**config.mk**
```make
export PLATFORM = sky130hd
export DESIGN_NAME = rcc_div_sel_ctrl
export DESIGN_NICKNAME = d
export VERILOG_FILES = /design/src/rtl/rcc_div_sel_ctrl.sv
export SDC_FILE = /design/constraint.sdc
export NUM_CORES = 1
export LEC_CHECK = 0
export CAP_MARGIN = 0
export CORE_MARGIN = 3
export CORE_UTILIZATION = 60
export DETAILED_ROUTE_END_ITERATION = 10
export DONT_BUFFER_PORTS = 1
export PLACE_DENSITY = 0.86
export REMOVE_ABC_BUFFERS = 1
export SETUP_SLACK_MARGIN = 0.4
export SLEW_MARGIN = 20
export SYNTH_ARGS = -nofsm -noshare
export SYNTH_HDL_FRONTEND = slang
export SYNTH_SLANG_ARGS = --single-unit
```
**constraint.sdc**
```tcl
create_clock -name i_clk -period 2.5 [get_ports i_clk]
set_input_delay 0.5 -clock i_clk [delete_from_list [all_inputs] [get_ports i_clk]]
set_output_delay 0.5 -clock i_clk [all_outputs]
set_load 0.01 [all_outputs]
```
**src/rtl/rcc_div_sel_ctrl.sv**
```systemverilog
// Divider ratio-switch controller: applies a new select code on a divided-clock
// boundary, waits SETTLE_CNT further boundaries, then reports done (or err on timeout).
`timescale 1ns/1ps
module rcc_div_sel_ctrl #(
    parameter int unsigned SETTLE_CNT = 2,
    parameter int unsigned TIMEOUT    = 64
) (
    input  logic       i_clk,
    input  logic       rst_n,
    input  logic       req_valid,
    input  logic [2:0] req_sel,
    output logic       req_ready,
    input  logic       div_en,
    output logic [2:0] div_sel,
    output logic       busy,
    output logic       done,
    output logic       err
);

    typedef enum logic [1:0] {
        IDLE      = 2'd0,
        WAIT_EDGE = 2'd1,
        SETTLE    = 2'd2
    } state_t;

    localparam logic [3:0] SETTLE_LAST = 4'(SETTLE_CNT - 1);
    localparam logic [7:0] TO_LAST     = 8'(TIMEOUT - 1);

    state_t     state_q, state_d;
    logic [2:0] div_sel_q, div_sel_d;
    logic [2:0] pend_q, pend_d;
    logic [3:0] set_cnt_q, set_cnt_d;
    logic [7:0] to_cnt_q, to_cnt_d;
    logic       done_q, done_d;
    logic       err_q, err_d;
    logic [7:0] to_inc_s;

    // Codes without the top bit all mean divide-by-1 and collapse to 000.
    function automatic logic [2:0] norm_sel(input logic [2:0] sel);
        logic [2:0] res;
        if (sel[2]) begin
            res = sel;
        end else begin
            res = 3'b000;
        end
        return res;
    endfunction

    // Next-state, counters and status pulses.
    always_comb begin
        state_d   = state_q;
        div_sel_d = div_sel_q;
        pend_d    = pend_q;
        set_cnt_d = set_cnt_q;
        to_cnt_d  = to_cnt_q;
        done_d    = 1'b0;
        err_d     = 1'b0;
        if (to_cnt_q == 8'hFF) begin
            to_inc_s = to_cnt_q;
        end else begin
            to_inc_s = to_cnt_q + 8'd1;
        end

        case (state_q)
            IDLE: begin
                if (req_valid) begin
                    pend_d = norm_sel(req_sel);
                    if (norm_sel(req_sel) == div_sel_q) begin
                        done_d = 1'b1;
                    end else begin
                        state_d   = WAIT_EDGE;
                        to_cnt_d  = 8'd0;
                        set_cnt_d = 4'd0;
                    end
                end else begin
                    state_d = IDLE;
                end
            end
            WAIT_EDGE: begin
                // A boundary beats a simultaneous timeout.
                if (div_en) begin
                    div_sel_d = pend_q;
                    state_d   = SETTLE;
                    set_cnt_d = 4'd0;
                    to_cnt_d  = 8'd0;
                end else if (to_cnt_q == TO_LAST) begin
                    state_d = IDLE;
                    err_d   = 1'b1;
                end else begin
                    to_cnt_d = to_inc_s;
                end
            end
            SETTLE: begin
                if (div_en) begin
                    to_cnt_d = 8'd0;
                    if (set_cnt_q == SETTLE_LAST) begin
                        state_d = IDLE;
                        done_d  = 1'b1;
                    end else begin
                        set_cnt_d = set_cnt_q + 4'd1;
                    end
                end else if (to_cnt_q == TO_LAST) begin
                    state_d = IDLE;
                    err_d   = 1'b1;
                end else begin
                    to_cnt_d = to_inc_s;
                end
            end
            default: begin
                state_d = IDLE;
            end
        endcase
    end

    // State and datapath registers.
    always_ff @(posedge i_clk or negedge rst_n) begin
        if (!rst_n) begin
            state_q   <= IDLE;
            div_sel_q <= 3'b000;
            pend_q    <= 3'b000;
            set_cnt_q <= 4'd0;
            to_cnt_q  <= 8'd0;
            done_q    <= 1'b0;
            err_q     <= 1'b0;
        end else begin
            state_q   <= state_d;
            div_sel_q <= div_sel_d;
            pend_q    <= pend_d;
            set_cnt_q <= set_cnt_d;
            to_cnt_q  <= to_cnt_d;
            done_q    <= done_d;
            err_q     <= err_d;
        end
    end

    assign div_sel   = div_sel_q;
    assign busy      = (state_q != IDLE);
    assign req_ready = (state_q == IDLE);
    assign done      = done_q;
    assign err       = err_q;

endmodule

```
Yosys cells after proc, flatten, opt, wreduce, memory -nomap -nowiden
Index checks and enable logic that the tools add are counted.

Register bits: 22. Word-level logic and storage cells: 64. Output and inout bits: 7. Input bits: 7.

Mux-type cells: 30. Add/subtract/negate cells: 2. Reduce and logical (&&, ||, !) cells: 10. Eq/ne operators: 15.

Operators by type and width (number): $mux W8 (5); $mux W4 (5); $pmux W8 S2 (1); $mux W2 (6); $ne A3 B3 Y1 const B (4); $pmux W4 S3 (1); $ne A2 B2 Y1 const B (5); $mux W3 (3); $add A8 B1 Y8 const B (1); $eq A8 B6 Y1 const B (1); $eq A8 B8 Y1 const B (1); $mux W1 (7); $pmux W2 S3 (1); $reduce_and A2 Y1 (3); $reduce_and A6 Y1 (1); $reduce_and A5 Y1 (1); $add A4 B1 Y4 const B (1); $eq A4 B1 Y1 const B (1); $reduce_bool A2 Y1 (2); $eq A3 B3 Y1 (1); $reduce_bool A3 Y1 (1); $eq A2 B1 Y1 const B (1); $eq A2 B2 Y1 const B (1); $logic_not A2 Y1 (1); other kinds (2) (2).

Depth between registers and ports, before layout
Word-level depth: 7. Mapped depth: 8. Depth with buffers taken out: 7.

Least setup slack after synthesis
OpenSTA, ideal clock, no wires.

Path kind: flip-flop to flip-flop. Start: register state_q[0]. End: register to_cnt_q[7]. Library setup time: 124 ps. Data arrival time: 1836 ps. Clock period less this slack: 1960 ps. Stages on the path, launching flop included: 9. Path buffers: 1. Slack: 540 ps. Data required time: 2376 ps. Cells stage by stage: dfrtp_1 inv_1 ha_1 inv_1 a211o_1 or2_1 buf_6 nor4b_4 a211o_1.

Elaborated cells between the ends (all ways): 11. Classes of those cells: eq/ne (6); mux (1); reduce/logical (4).

RTL lines: start: declaration (line 29) `state_t state_q, state_d;`; start signal: assignment (line 126) `state_q <= state_d;`; $logic_not A2 Y1 (*); named net req_ready (line 12) `output logic req_ready,`; $ne A2 B2 Y1 (no line) or $reduce_bool A2 Y1 (tied branches); $reduce_and A5 Y1 (no line); end signal: assignment (line 130) `to_cnt_q <= to_cnt_d;`; end: declaration (line 33) `logic [7:0] to_cnt_q, to_cnt_d;`.

The timed path passes the listed nets; every way through them passes the cells marked *. A chain may end at the register's enable or synchronous reset.

Worst setup path after layout
Ends and elaborated chain as after synthesis.

==> impl_metrics.env <==
export IMPL_status="finished clean"
export IMPL_grt_max_degree=23
export IMPL_holdPathEnd="pend_q[1]"
export IMPL_cp_required_ps=2710
export IMPL_initialDrtViolationCount=14
export IMPL_slowest_delay_ps=440
export IMPL_post_drt_wl_per_cell_um=16.1
export IMPL_ant_nets=0
export IMPL_start_kind="flop"
export IMPL_rr_worst_depth=7
export IMPL_drv_cap=0
export IMPL_yosysWarnings=0
export IMPL_ys_flop_type="dfrtp_1"
export IMPL_rrSetupSlack_ps=500
export IMPL_core_area_um2=2020
export IMPL_numCtsBuffers=3
export IMPL_cp_end_kind="flop"
export IMPL_hold_path_class="in2reg"
export IMPL_dp_cells=158
export IMPL_critPathBufInv=2
export IMPL_final_cell_mix="dfrtp_1, nand2_1, inv_1"
export IMPL_clockBufferDepth=2
export IMPL_place_ws_ps=478
export IMPL_yosysUniqueCellTypes=45
export IMPL_row_count=16
export IMPL_die_w_um=52.7
export IMPL_ys_ff_latch=22
export IMPL_vias=1020
export IMPL_min_path_cells=2
export IMPL_layout_setup_ws_ps=499
export IMPL_instances_no_fill=163
export IMPL_htree_levels=1
export IMPL_rsz0062_at_grt="false"
export IMPL_drc=0
export IMPL_fin_crit_sh=0.800
export IMPL_grt_pass1_wl_mm=4.45
export IMPL_critPathTopFamily="simple AND/OR/NAND/NOR gates"
export IMPL_r2r_start="state_q[0]"
export IMPL_path_clk_slew_ps=120
export IMPL_rr_endpoint="to_cnt_q[7]"
export IMPL_fin_setup_tns_ps=0
export IMPL_slew_headroom=0.348
export IMPL_crit_arrival_ps=2210
export IMPL_hold_worst_slack_ps=313
export IMPL_ir_worst_vdd_mv=0.663
export IMPL_drv_slew=0
export IMPL_grt_pass1_vias=1030
export IMPL_hpwl_mm=1.97
export IMPL_skew_ps=5.88
export IMPL_clockRootBuffer="clkbuf_4"
export IMPL_fmax_mhz=500
export IMPL_syn_area_um2=1310
export IMPL_path_max_fanout=9
export IMPL_fp_dieArea_um2=2780
export IMPL_overflow=0
export IMPL_cts_tree="done"
export IMPL_p_leak_nw=0.606
export IMPL_drtPass1Iterations=4
export IMPL_fin_crit_ps=2000
export IMPL_setup_viol=0
export IMPL_vias_per_cell=6.26
export IMPL_initial_core_util=0.647
export IMPL_cpMaxStageDelayCell="dfrtp_1"
export IMPL_synth_edf_count=0
export IMPL_drive_above_1_share=0.125
export IMPL_synth_seq_area_share=0.421
export IMPL_diodes=0
export IMPL_routed_wl_mm=2.62
export IMPL_place_gp_congestion=0.843
export IMPL_grtUsageTotal=0.215
export IMPL_mostFrequentLayoutCell="dfrtp_1"
export IMPL_netlist_instances=132
export IMPL_port_buffers=0
export IMPL_nNetsFinal=151
export IMPL_crit_chain="inv_1 -> ha_2 -> inv_1 -> a211o_1 -> or2_1 -> nor4b_4 -> a211o_1"
export IMPL_boundaryPins=14
export IMPL_criticalPathCategory="reg2reg"
export IMPL_power_density_nw_per_um2=1040
export IMPL_hold_viol_final=0
export IMPL_synthArstFlopShare=1.00
export IMPL_dieHeight_um=52.7
export IMPL_worstMarginPinSlew_ps=975
export IMPL_min_from="req_sel[1]"
export IMPL_area_delta_synth_final_pct=5.74
export IMPL_nFillCells=158
export IMPL_antenna_found_initial=0
export IMPL_postLayoutCoreUtil=0.684
export IMPL_syn_area_per_cell_um2=9.91
export IMPL_worst_skew_pair_late_latency_ps=300
export IMPL_cts_sinks=22
==> report_power, final <==
part	leakage (nW)	switching, W	internal, W
registers	0.295	0.000102	0.000442
clock network	0.0210	0.000106	0.0000888
logic	0.290	0.000393	0.000303
==> logic make-up after synthesis <==
family          synth area share
compound gates             0.203
xor+xnor                  0.0201
fa+ha+maj                 0.0670
buf+inv                   0.0402
flops                      0.421
mux                       0.0421
simple gates               0.207
==> registers in the layout, summed over array words and instances (netlist names) <==
register and flops:
div_sel 3, state_q 2, to_cnt_q 8, set_cnt_q 4, pend_q 3, done 1
err 1
==> cell type report <==
cell class	count	area (µm²)	area share
Inverter	8	30.0	0.0217
Multi-Input combinational cell	99	707	0.511
Tap cell	27	33.8	0.0244
Timing Repair Buffer	3	25.0	0.0181
Sequential cell	22	551	0.398
Clock buffer	4	36.3	0.0262
==> synthesized netlist by cell type (3+ instances only) <==
library cell	count	area, µm²
ha_1	7	87.6
a31oi_1	4	25.0
o21ai_0	6	30.0
nor2_1	5	18.8
nand3_1	7	35.0
mux2_2	4	45.0
nor3_1	7	35.0
nand2_1	14	52.6
a21oi_1	5	25.0
inv_1	8	30.0
or3_1	3	18.8
dfrtp_1	22	551
==> what timing repair did <==
| action | 4_1_cts | 5_1_grt |
|---|---|---|
| hold buffers | 1 | 0 |
| resized for setup | 0 | 1 |
| setup endpoints to repair | 0 | 3 |
| buffers inserted | 0 | 0 |
| hold endpoints to repair | 22 | 0 |
==> how the worst max path moves through the flow <==
stage / from / endpoint / cells past startpoint
after global placement: state_q[0] / to_cnt_q[7] / 7
final: state_q[0] / to_cnt_q[7] / 7
after floorplan: state_q[0] / to_cnt_q[7] / 7
after CTS: state_q[0] / to_cnt_q[7] / 7
after global routing: to_cnt_q[0] / state_q[1] / 6
after detailed placement: state_q[0] / to_cnt_q[7] / 7
==> through the flow <==
stage / total power (W) / cell area [µm²]
floorplan: 0.00105 / 1280
global placement: 0.00118 / 1330
detailed placement: 0.00122 / 1330
CTS: 0.00143 / 1380
global route: 0.00153 / 1380
finish: 0.00143 / 1380
==> worst reg2reg max path, stage by stage (launching register included) <==
cell and delay, ps:
dfrtp_1 440, inv_1 100, ha_2 240, inv_1 110
a211o_1 270, or2_1 340, nor4b_4 180, a211o_1 220
==> layer usage <==
| layer | wire [µm] | share of wire | vias to the layer above | GRT usage |
|---|---|---|---|---|
| li1 | - | - | 502 | - |
| met3 | 71 | 0.027 | 4 | 0.0285 |
| met1 | 1180 | 0.45 | 500 | 0.265 |
| met2 | 1340 | 0.51 | 14 | 0.376 |
| met5 | 0 | 0 | - | 0 |
| met4 | 18 | 0.0069 | 0 | 0.0851 |
(Power assumes the default switching activity.)
